[src/rtl/apb_initiator.sv]
// apb_initiator: single-outstanding APB3 requester.
// Core valid/ready request/response in, APB setup/access transfers out.
module apb_initiator #(
    parameter int W_ADDR  = 16,
    parameter int W_DATA  = 32,
    parameter int TIMEOUT = 255
) (
    input  logic              clk,
    input  logic              rst,
    input  logic              req_valid,
    output logic              req_ready,
    input  logic              req_write,
    input  logic [W_ADDR-1:0] req_addr,
    input  logic [W_DATA-1:0] req_wdata,
    output logic              rsp_valid,
    input  logic              rsp_ready,
    output logic [W_DATA-1:0] rsp_rdata,
    output logic              rsp_err,
    output logic [W_ADDR-1:0] paddr,
    output logic              psel,
    output logic              penable,
    output logic              pwrite,
    output logic [W_DATA-1:0] pwdata,
    input  logic [W_DATA-1:0] prdata,
    input  logic              pready,
    input  logic              pslverr
);

    localparam int W_CNT = (TIMEOUT > 1) ? $clog2(TIMEOUT) : 1;

    typedef enum logic [1:0] {
        IDLE,
        SETUP,
        ACCESS,
        RESP
    } state_t;

    state_t            state, state_d;
    logic [W_CNT-1:0]  cnt, cnt_d;
    logic [W_ADDR-1:0] paddr_d;
    logic [W_DATA-1:0] pwdata_d, rsp_rdata_d;
    logic              psel_d, penable_d, pwrite_d;
    logic              rsp_valid_d, rsp_err_d;
    logic              tmo_hit;

    // The cycle being evaluated is the TIMEOUT-th ACCESS cycle without pready.
    assign tmo_hit   = (TIMEOUT != 0) && (int'(cnt) == TIMEOUT - 1);
    assign req_ready = (state == IDLE);

    always_ff @(posedge clk) begin
        if (rst) begin
            state     <= IDLE;
            cnt       <= '0;
            paddr     <= '0;
            pwdata    <= '0;
            pwrite    <= 1'b0;
            psel      <= 1'b0;
            penable   <= 1'b0;
            rsp_valid <= 1'b0;
            rsp_rdata <= '0;
            rsp_err   <= 1'b0;
        end else begin
            state     <= state_d;
            cnt       <= cnt_d;
            paddr     <= paddr_d;
            pwdata    <= pwdata_d;
            pwrite    <= pwrite_d;
            psel      <= psel_d;
            penable   <= penable_d;
            rsp_valid <= rsp_valid_d;
            rsp_rdata <= rsp_rdata_d;
            rsp_err   <= rsp_err_d;
        end
    end

    always_comb begin
        state_d     = state;
        cnt_d       = cnt;
        paddr_d     = paddr;
        pwdata_d    = pwdata;
        pwrite_d    = pwrite;
        psel_d      = psel;
        penable_d   = penable;
        rsp_valid_d = rsp_valid;
        rsp_rdata_d = rsp_rdata;
        rsp_err_d   = rsp_err;
        unique case (state)
            IDLE: begin
                if (req_valid) begin
                    paddr_d  = req_addr;
                    pwdata_d = req_wdata;
                    pwrite_d = req_write;
                    psel_d   = 1'b1;
                    state_d  = SETUP;
                end
            end
            SETUP: begin
                penable_d = 1'b1;
                cnt_d     = '0;
                state_d   = ACCESS;
            end
            ACCESS: begin
                if (pready) begin
                    rsp_rdata_d = pwrite ? '0 : prdata;
                    rsp_err_d   = pslverr;
                    psel_d      = 1'b0;
                    penable_d   = 1'b0;
                    rsp_valid_d = 1'b1;
                    state_d     = RESP;
                end else if (tmo_hit) begin
                    rsp_rdata_d = '0;
                    rsp_err_d   = 1'b1;
                    psel_d      = 1'b0;
                    penable_d   = 1'b0;
                    rsp_valid_d = 1'b1;
                    state_d     = RESP;
                end else begin
                    cnt_d = cnt + W_CNT'(1);
                end
            end
            RESP: begin
                if (rsp_ready) begin
                    rsp_valid_d = 1'b0;
                    state_d     = IDLE;
                end
            end
            default: state_d = IDLE;
        endcase
    end

endmodule

[config.mk]
export PLATFORM = sky130hd
export DESIGN_NAME = apb_initiator
export DESIGN_NICKNAME = d
export VERILOG_FILES = /design/src/rtl/apb_initiator.sv
export SDC_FILE = /design/constraint.sdc
export NUM_CORES = 1
export LEC_CHECK = 0
export ABC_CLOCK_PERIOD_IN_PS = 1600
export CORE_ASPECT_RATIO = 1.4
export CORE_MARGIN = 5
export CORE_UTILIZATION = 37
export DETAILED_ROUTE_END_ITERATION = 16
export GPL_TIMING_DRIVEN = 0
export PLACE_DENSITY = 0.72
export SYNTH_ARGS = -nofsm -noshare
export SYNTH_HDL_FRONTEND = slang
export SYNTH_SLANG_ARGS = --single-unit
[constraint.sdc]
create_clock -name clk -period 1.6 [get_ports clk]
set_clock_uncertainty 0.2 [all_clocks]
set_input_delay 0.48 -clock clk [delete_from_list [all_inputs] [get_ports clk]]
set_output_delay 0.48 -clock clk [all_outputs]
set_load 0.01 [all_outputs]
**After elaboration in Yosys (flattened, before gate mapping)**

Cells that the tools add are included.

- Input port bits: 87
- Output and inout bits: 86
- Register bits: 95

- Equality and inequality tests: 9
- Reduce and logical (&&, ||, !) cells: 12
- Multiplexer cells: 21
- Add/subtract/negate cells: 1

Operators with widths:

| operator | count |
|---|---|
| two-way mux 32 bit | 3 |
| two-way mux 8 bit | 2 |
| one-hot mux 8 bit (2 select lines) | 1 |
| AND reduction 3 bit | 4 |
| adder 8 x 1 -> 8 bit (second input constant) | 1 |
| == test 8 x 2 -> 1 bit (second input constant) | 1 |
| two-way mux 2 bit | 4 |
| inequality test 2 bit (second input constant) | 4 |
| one-hot mux 2 bit (4 select lines) | 1 |
| nonzero test 2 bit | 4 |
| two-way mux 1 bit | 7 |
| one-hot mux 1 bit (2 select lines) | 3 |
| AND reduction 2 bit | 3 |
| == test 2 bit (second input constant) | 2 |
| inequality test 3 bit (second input constant) | 1 |
| == test 2 x 1 -> 1 bit (second input constant) | 1 |
| logical NOT 2 bit | 1 |

**Longest topological paths before layout**

- Depth after elaboration: 4
- Depth in mapped cells: 8
- Mapped depth without buffers: 6

**Least setup slack after synthesis**

OpenSTA, ideal clock, no wires.

- Path kind: register to register
- From: register state[1]
- To: register cnt[7]
- Cell stages (with the launch flop): 8
- Setup time: 0.086 ns
- Data arrival time: 1.497 ns
- Setup slack: -0.183 ns
- Cells stage by stage: dfxtp_1 > inv_1 > ha_1 > buf_2 > nand2_1 > nor4_1 > a31oi_1 > a211oi_1

- Longest elaborated chain between the ends: 3

RTL lines:

| what | line | RTL |
|---|---|---|
| start: declaration | 38 | `state_t state, state_d;` |
| start signal: assignment | 63 | `state <= state_d;` |
| == test 2 bit or == test 2 x 1 -> 1 bit (tied branches) | 87 | `unique case (state)` |
| inequality test 2 bit (no line) or nonzero test 2 bit (tied branches) | - |  |
| AND reduction 3 bit (no line) | - |  |
| end signal: assignment | 64 | `cnt <= cnt_d;` |
| end: declaration | 39 | `logic [W_CNT-1:0] cnt, cnt_d;` |

Several ways; a longest one is shown, not always the timed one.
A chain may end at the register's enable or synchronous reset.

**Worst setup path in the final report**

- From: register cnt[0]
- To: register rsp_rdata[24]

- Longest elaborated chain between the ends: 3

RTL lines:

| what | line | RTL |
|---|---|---|
| == test 8 x 2 -> 1 bit | 47 | `assign tmo_hit = (TIMEOUT != 0) && (int'(cnt) == TIMEOUT - 1);` |
| nonzero test 2 bit (no line) | - |  |
| AND reduction 2 bit (no line) | - |  |
| end signal: assignment | 71 | `rsp_rdata <= rsp_rdata_d;` |
| end: declaration | 17 | `output logic [W_DATA-1:0] rsp_rdata,` |

No other way between the ends.

==> summary.md <==
| Metric | Value |
|---|---|
| Fmax | `530.5 MHz` |
| H-tree levels | `3` |
| EDFF count, synth | `0` |
| Synth Area in Simple Gates | `19.44%` |
| Worst Max-Slew Pin Slew | `561.5 ps` |
| Commonest non-fill, non-tap cell in the layout | `nand2_1` |
| Crit path launch type | `flop` |
| Synth-to-Final Area Change | `70.10%` |
| Syn_area_per_cell | `8.806 µm²` |
| Sinks on Clock Net | `95` |
| Ys async rst share | `0%` |
| Leakage power | `2.557 nW` |
| Slew Limit Fails | `0` |
| Worst Path Buf+Inv | `3` |
| Post-synthesis cell type count | `38` |
| XOR/XNOR share of the synthesized area | `0%` |
| Hold_ws | `252.6 ps` |
| Routed wire per std cell | `15.55 µm` |
| Largest cells by area after synthesis | `dfxtp_1 (51%), nand2_1 (12%), a22oi_2 (10%)` |
| Status | `finished, violations left` |
| Initial antenna violation count | `0` |
| ANT nets after route | `0` |
| Syn Std Cell Area | `3707 µm²` |
| Port Buffers | `171` |
| Unrepaired setup endpoints after global routing | `yes` |
| Die Y | `128.4 µm` |
| Initial Util | `37.65%` |
| Largest family of logic cells by synthesized area | `compound AO/OA/AOI/OAI gates` |
| Top delay family on crit path | `compound AO/OA/AOI/OAI gates` |
| Slowest CP cell | `o41a_1` |
| Hold Violations, Final | `0` |
| Ys flop type | `dfxtp_1` |
| Crit-path cells | `inv_2 > ha_4 > nand2_4 > o41a_1 > buf_6 > buf_12 > a22oi_2 > nor2_1` |
| Ant diodes | `0` |
| Core area | `9846 µm²` |
| # Max-Cap Violations | `0` |
| Vias in the first global route | `3719` |
| DRC viols | `0` |
| First-pass GRT wire length | `17910 µm` |
| Ys Warns | `0` |
| Most frequent cells in the layout | `nand2_1 (98), clkdlybuf4s50_1 (83), dfxtp_1 (56)` |
| Pwr Density | `1341 nW/µm²` |
| Die footprint | `12150 µm²` |
| Final min period | `1885 ps` |
| Post-CTS Hold Fix Bufs | `0` |
| Fin nets | `721` |
| Synth top area share | `51.30%` |
| Total power | `8.454 mW` |
| Setup crit end kind | `flop` |
| Max clock buf depth | `2` |
| Failing checks | `setup timing` |
| Slowest stage delay, CP | `450 ps` |
| Adder-Cell Fraction of Synth Area | `1.687%` |
| Post-Route WL | `11960 µm` |
| Vias/cell | `4.847` |
| Initial DRC count | `124` |
| Largest net degree at the start of global routing | `17` |
| CP Class | `flop to flop` |
| Worst IR Drop VDD | `0.7911 mV` |
| Clock-pin transition on the worst setup and hold timing paths | `60 ps` |
| DRT Pass-1 Iters | `4` |
| Layout cells sized above 1 | `43.06%` |
| Yosys reg bits | `95` |
| Syn Inst Count | `421` |
| Worst hold path class | `flop to flop` |
| Grt ovf | `0` |
| Register area share after synthesis | `51.30%` |
| Io pins | `173` |
| Final period util | `117.8%` |
| GRT Total Usage | `18.64%` |
| Vias | `3727` |
| Endpoints failing setup | `54` |
| Final worst slack | `-285.1 ps` |
| Mapped Nets | `513` |
| Critical path required time | `1610 ps` |
| Complex-gate fraction of the synthesized area | `22.65%` |
| Detailed placement HPWL | `8474 µm` |
| Placer Congestion | `0.8510` |
| Worst slew margin | `62.57%` |
| CTS Root Cell | `clkbuf_16` |
| CTS tree | `done` |
| Rows | `43` |
| Clk Latency, worst-skew pair | `340 ps` |
| CTS buffer count | `9` |
| Chip width | `94.60 µm` |
| Post-synth top area cell | `dfxtp_1` |
| Mux cell area share after synthesis | `0.2700%` |
| Critical Path AT | `1890 ps` |
| Crit path max fanout | `7` |
[area by class of cell]
| type | instances | area [µm²] |
|---|---|---|
| clock inverter | 7 | 70.07 |
| tap | 135 | 168.9 |
| buffer | 29 | 237.7 |
| fill | 836 | 3540 |
| clock buffer | 9 | 225.2 |
| inverter | 6 | 25.02 |
| sequential | 95 | 1956 |
| multi-input combinational | 290 | 1899 |
| timing repair buffer | 198 | 1724 |
[per-stage QoR]
step / cell area [µm²] / cells / setup slack [ps] / setup TNS (ps) / util (%)
final: 6306 / 769 / -285.1 / -10820 / 64.05
after global routing: 6306 / 769 / -366.6 / -14200 / 64.05
after CTS: 6188 / 753 / -250.0 / -9538 / 62.85
after detailed placement: 5638 / 727 / -961.1 / -58930 / 57.26
after global placement: 5638 / 727 / -881.9 / -55650 / 57.26
after floorplan: 3757 / 421 / -124.6 / -5163 / -
[worst reg2reg max path: cells and delay by family (launching register included)]
kind / cells / cell delay [ps]
and+or+nand+nor: 2 / 110
AOI/OAI and AO/OA: 2 / 590
buffers and inverters: 3 / 380
adders and majority gates: 1 / 150
DFF: 1 / 320
[registers in the layout, summed over array words and instances (netlist names)]
register   flops
cnt            8
rsp_valid      1
rsp_rdata     32
state          2
pwrite         1
paddr         16
psel           1
pwdata        32
penable        1
rsp_err        1
[report_power, final]
| group | leakage, nW | total, mW | internal, mW | switching [mW] |
|---|---|---|---|---|
| Combinational | 1.62 | 3.37 | 1.69 | 1.69 |
| Sequential | 0.793 | 2.95 | 2.75 | 0.205 |
| Clock | 0.146 | 2.13 | 1.21 | 0.912 |
| Total | 2.56 | 8.45 | 5.65 | 2.80 |
[what timing repair did]
action / in CTS / in global routing
resized for setup: 335 / 129
setup endpoints to repair: 180 / 152
setup buffers: 9 / 15
pin swaps: 16 / 18
gates cloned: 2 / 2
[cell families after synthesis]
group,count (synthesis)
compound gates,108
buf+inv,36
fa+ha+maj,5
simple gates,176
flops,95
mux,1
[layer usage]
| metal | vias up | wire length (µm) | GRT usage, % | share of wire (%) |
|---|---|---|---|---|
| met3 | 23 | 903 | 4.912 | 7.6 |
| met1 | 1707 | 4670 | 20.86 | 39 |
| li1 | 1841 | - | - | - |
| met5 | - | 0 | 0 | 0 |
| met4 | 0 | 272 | 7.732 | 2.3 |
| met2 | 156 | 6113 | 33.06 | 51 |
[path summary, 6_finish.rpt]
path | slack (ps) | startpoint | to | cells past startpoint
max reg2reg | -290 | cnt[0] | rsp_rdata[24] | 8
min | 250 | pwdata[19] | pwdata[19] | 2
max | -290 | cnt[0] | rsp_rdata[24] | 8
min reg2reg | 250 | pwdata[19] | pwdata[19] | 2
[synthesized netlist by cell type (3+ instances only)]
| library cell | number |
|---|---|
| nand3_1 | 5 |
| clkbuf_1 | 20 |
| inv_1 | 6 |
| dfxtp_1 | 95 |
| nor2b_1 | 3 |
| o21ai_0 | 3 |
| a211oi_1 | 4 |
| a31oi_1 | 4 |
| a22oi_2 | 30 |
| ha_1 | 5 |
| nor2_1 | 39 |
| a21oi_1 | 52 |
| buf_6 | 4 |
| nand2_1 | 115 |
| buf_2 | 6 |
Power figures use the tool's default switching activity.
